## src/rtl/sprite_rom_arbiter.sv

```systemverilog
// sprite_rom_arbiter
//   Shares one synchronous sprite ROM between NUM_REQ sprite mappers on the
//   VGA pixel clock. Each edge one requester is granted (round-robin, with
//   optional burst lock), its address is registered onto rom_address, and
//   the grant is delayed by ROM_LATENCY registers to tag the returned data.
//
// Ports
//   vga_clk          pixel clock, all logic on posedge
//   reset            synchronous active-high reset
//   req              per-requester level request, held until granted
//   lock             per-requester burst lock (only effective while granted)
//   req_addr         packed addresses, requester i at [i*ADDR_W +: ADDR_W]
//   gnt              registered one-hot grant, zero when idle
//   rom_address      registered ROM address
//   rom_q            ROM read data
//   rsp_valid        one-hot owner of rsp_data
//   rsp_data         rom_q passed through
//   contention_count (SPRITE_ARB_STATS_EN only) saturating count of edges
//                    with more than one request pending
//
// Optional feature macro: SPRITE_ARB_STATS_EN
module sprite_rom_arbiter #(
    parameter int NUM_REQ     = 4,
    parameter int ADDR_W      = 11,
    parameter int DATA_W      = 5,
    parameter int ROM_LATENCY = 1
) (
    input  logic                      vga_clk,
    input  logic                      reset,
    input  logic [NUM_REQ-1:0]        req,
    input  logic [NUM_REQ-1:0]        lock,
    input  logic [NUM_REQ*ADDR_W-1:0] req_addr,
    output logic [NUM_REQ-1:0]        gnt,
    output logic [ADDR_W-1:0]         rom_address,
    input  logic [DATA_W-1:0]         rom_q,
    output logic [NUM_REQ-1:0]        rsp_valid,
`ifdef SPRITE_ARB_STATS_EN
    output logic [15:0]               contention_count,
`endif
    output logic [DATA_W-1:0]         rsp_data
);

    localparam int LAST_W = (NUM_REQ > 1) ? $clog2(NUM_REQ) : 1;

    logic [LAST_W-1:0]  last;
    logic [LAST_W-1:0]  win;
    logic [LAST_W-1:0]  cand;
    logic               found;
    logic [NUM_REQ-1:0] win_onehot;
    logic [ADDR_W-1:0]  win_addr;
    logic [NUM_REQ-1:0] rsp_pipe [ROM_LATENCY];

    // Winner selection: a granted, still-requesting, locked owner keeps the
    // bus; otherwise scan upward from the requester after the last winner.
    always_comb begin
        found = 1'b0;
        win   = last;
        cand  = last;
        if (lock[last] && req[last] && gnt[last]) begin
            found = 1'b1;
        end else begin
            for (int k = 1; k <= NUM_REQ; k++) begin
                cand = LAST_W'((int'(last) + k) % NUM_REQ);
                if (!found && req[cand]) begin
                    found = 1'b1;
                    win   = cand;
                end
            end
        end
    end

    always_comb begin
        win_onehot = '0;
        win_addr   = '0;
        for (int i = 0; i < NUM_REQ; i++) begin
            if (win == LAST_W'(i)) begin
                win_onehot[i] = found;
                win_addr      = req_addr[i*ADDR_W +: ADDR_W];
            end
        end
    end

    always_ff @(posedge vga_clk) begin
        if (reset) begin
            gnt         <= '0;
            rom_address <= '0;
            last        <= LAST_W'(NUM_REQ - 1);
        end else if (found) begin
            gnt         <= win_onehot;
            rom_address <= win_addr;
            last        <= win;
        end else begin
            gnt <= '0;
        end
    end

    // Grant tag travels alongside the ROM read so the data returns to its owner.
    always_ff @(posedge vga_clk) begin
        if (reset) begin
            for (int s = 0; s < ROM_LATENCY; s++) rsp_pipe[s] <= '0;
        end else begin
            rsp_pipe[0] <= gnt;
            for (int s = 1; s < ROM_LATENCY; s++) rsp_pipe[s] <= rsp_pipe[s-1];
        end
    end

    assign rsp_valid = rsp_pipe[ROM_LATENCY-1];
    assign rsp_data  = rom_q;

`ifdef SPRITE_ARB_STATS_EN
    always_ff @(posedge vga_clk) begin
        if (reset) begin
            contention_count <= '0;
        end else if (($countones(req) > 1) && (contention_count != 16'hFFFF)) begin
            contention_count <= contention_count + 16'd1;
        end
    end
`endif

endmodule

```

## config.mk

```make
export PLATFORM = sky130hd
export DESIGN_NAME = sprite_rom_arbiter
export DESIGN_NICKNAME = d
export VERILOG_FILES = /design/src/rtl/sprite_rom_arbiter.sv
export SDC_FILE = /design/constraint.sdc
export NUM_CORES = 1
export LEC_CHECK = 0
export ABC_AREA = 1
export BUFFER_PORTS_ARGS = -buffer_cell sky130_fd_sc_hd__clkbuf_2
export CORE_MARGIN = 4
export CORE_UTILIZATION = 43
export CTS_CLUSTER_DIAMETER = 40
export CTS_CLUSTER_SIZE = 28
export DETAILED_ROUTE_END_ITERATION = 8
export GPL_TIMING_DRIVEN = 1
export PLACE_DENSITY_LB_ADDON = 0.3
export RECOVER_POWER = 25
export SETUP_SLACK_MARGIN = 0.5
export SLEW_MARGIN = 5
export SYNTH_ARGS = -nofsm -noshare
export SYNTH_HDL_FRONTEND = slang
export SYNTH_SLANG_ARGS = --single-unit
```

## constraint.sdc

```tcl
create_clock -name vga_clk -period 1.83 [get_ports vga_clk]
set_input_delay 0.183 -clock vga_clk [delete_from_list [all_inputs] [get_ports vga_clk]]
set_output_delay 0.183 -clock vga_clk [all_outputs]
set_load 0.005 [all_outputs]
```

==> impl_metrics.tcl <==
set metrics [dict create \
    status "finished with violations" \
    violations "setup timing" \
    ant_nets 0 \
    wl_um 6191 \
    dp.cells 376 \
    die_y_um 72.91 \
    max_slew.worst_pin.slew_ps 402.6 \
    syn_to_final_growth_pct 60.57 \
    ys_types 26 \
    grt_max_degree 24 \
    holdPathStages 2 \
    syn_inst 254 \
    finalHoldViolCount 0 \
    grt_pass1_wl_um 9397 \
    tns_ps -1741 \
    worstSetupPathType "reg2reg" \
    vdd_drop_max_mv 1.385 \
    area.sequential_um2 425.4 \
    core_area_um2 4029 \
    max_freq_ghz 0.4992 \
    syn_nets 313 \
    drive_above_1_share_pct 63.19 \
    avgSynthCellArea_um2 7.133 \
    final_cell_mix "clkbuf_2 (72), nand3_2 (35), nand2_1 (34)" \
    clk_pin_slew_ps 70 \
    antenna_found_initial 0 \
    required_ps 1980 \
    seq_area_frac_synth_pct 23.20 \
    place_congestion 0.8172 \
    portBuffers 72 \
    ff2ff_path_depth 14 \
    numCtsBuffers 3 \
    nets 405 \
    setup-violations-final 16 \
    cap_violations 0 \
    die_area_um2 5316 \
    core.rowCount 23 \
    hold_path.class "in2reg" \
    reg2reg_slack_ps -170 \
    via_per_inst 5.433 \
    skew_ps 4.740 \
    period_minus_slack_ps 2003 \
    critPathCaptureType "register" \
    critPathArrivalTime_ps 2150 \
    chipWidth_um 72.91 \
    mostFrequentLayoutCell "clkbuf_2" \
    fin_crit_sh_pct 109.5 \
    clockBufferDepth 2 \
    startpoint "last[0]" \
    r2r-start "last[0]" \
    path_max_fanout 6 \
    grt_pass1_vias 2034 \
    startpoint_type "register" \
    cts_root_buf "clkbuf_8" \
    cts_tree "yes" \
    maxSlewHeadroom_pct 73.13 \
    num_vias 2146 \
    yosysWarnings 0 \
    total_power_w 0.007185 \
    hpwl_um 3591 \
    synth_seq_cells 21 \
    drc 0 \
    start_util_pct 44.97 \
    pre_cts_slack_ps -157.3 \
    layout.cells.non_filler 395 \
    fin_ws_ps -173.3 \
    io_pins 83 \
    grt-ovfl-total 0 \
    drt_iter0_markers 130 \
    dr.pass1.iters 5 \
    rsz0062_at_grt "yes" \
    hold_end "rsp_pipe[0][3]" \
    final-max-slew-violation-count 0 \
    cts.sinks 21 \
    worstHoldStart "reset" \
    cts_hold_buf 0 \
    syn_area_um2 1812 \
    clock_latency_ps 260 \
    grt_usage_pct 22.09 \
    r2r-end "rom_address[7]" \
    diodes 0 \
    final.fill_count 291 \
    p_leak_nw 1.443 \
    power_density_nw_per_um2 2470 \
    htreeDepth 1 \
    multi_input_area_um2 1614 \
    wl_per_cell_um 15.67 \
]
[flip-flops by register name, summed over array words and instances (netlist names)]
signal,flops
rom_address,11
gnt,4
rsp_pipe,4
last,2
[worst max-delay path by stage]
| stage | cells after the start | endpoint |
|---|---|---|
| floorplan | 17 | rom_address[0] |
| global placement | 16 | rom_address[8] |
| detailed placement | 16 | rom_address[8] |
| CTS | 16 | rom_address[9] |
| global route | 16 | rom_address[4] |
| finish | 14 | rom_address[7] |
[logic make-up after synthesis]
group | after synthesis | share of synthesized area (%)
buffers and inverters | 33 | 13.81
AOI/OAI and AO/OA | 15 | 4.351
DFF | 21 | 23.20
and+or+nand+nor | 185 | 58.63
[worst max-delay path, cell delays in order, from the launching register on]
cell and delay [ps]:
dfxtp_4 350, buf_4 140, buf_16 130, nand2_1 60, nand2_1 60, nand2_2 80, nand2_4 80, o21ai_4 200
nand3_2 150, nand2_8 180, nand2_8 100, nand3_2 100, nand3_2 100, nor2_2 120, nor2_2 40
[layout make-up]
class                      count  share of cell area (%)
timing repair inverter         1                  0.3011
multi-input combinational    208                   55.48
sequential                    21                   14.62
timing repair buffer          98                   23.27
clock buffer                   4                   1.548
tap                           50                   2.151
inverter                      13                   2.624
[layer usage]
metal | wire length (um) | global-route usage (%) | vias to the layer above
li1 | - | - | 1035
met1 | 2582 | 29.27 | 986
met2 | 3032 | 37.58 | 117
met3 | 523 | 4.408 | 8
met4 | 53 | 3.689 | 0
met5 | 0 | 0 | -
[what timing repair did]
action	in CTS	in global routing
cloned	7	4
resized for setup	52	35
pin swaps	9	15
buffers inserted	2	2
setup endpoints to repair	17	17
[cells in the mapped netlist (all sizes together)]
cell type / n / area, um2
a21oi: 2 / 10.01
buf: 17 / 177.7
clkbuf: 3 / 11.26
dfxtp: 21 / 420.4
inv: 13 / 61.31
nand2: 71 / 359.1
nand3: 72 / 468.0
nand4: 5 / 37.53
nor2: 33 / 177.7
nor3: 4 / 20.02
o21ai: 13 / 68.81
[report_power, final]
part           leakage [nW]  internal [W]  switching (W)  total [W]
Combinational          1.25       0.00247        0.00372    0.00619
Clock                0.0228      0.000155       0.000143   0.000298
Sequential            0.173      0.000619      0.0000762   0.000695
[per-stage QoR]
step	utilization [%]	instance area (um2)	hold slack (ps)
floorplan	-	1836	255.4
global placement	56.24	2266	366.0
detailed placement	56.24	2266	366.0
CTS	65.90	2655	134.4
global route	72.21	2909	146.8
finish	72.21	2909	142.4
Note: power is estimated with default switching activity, not from simulation.
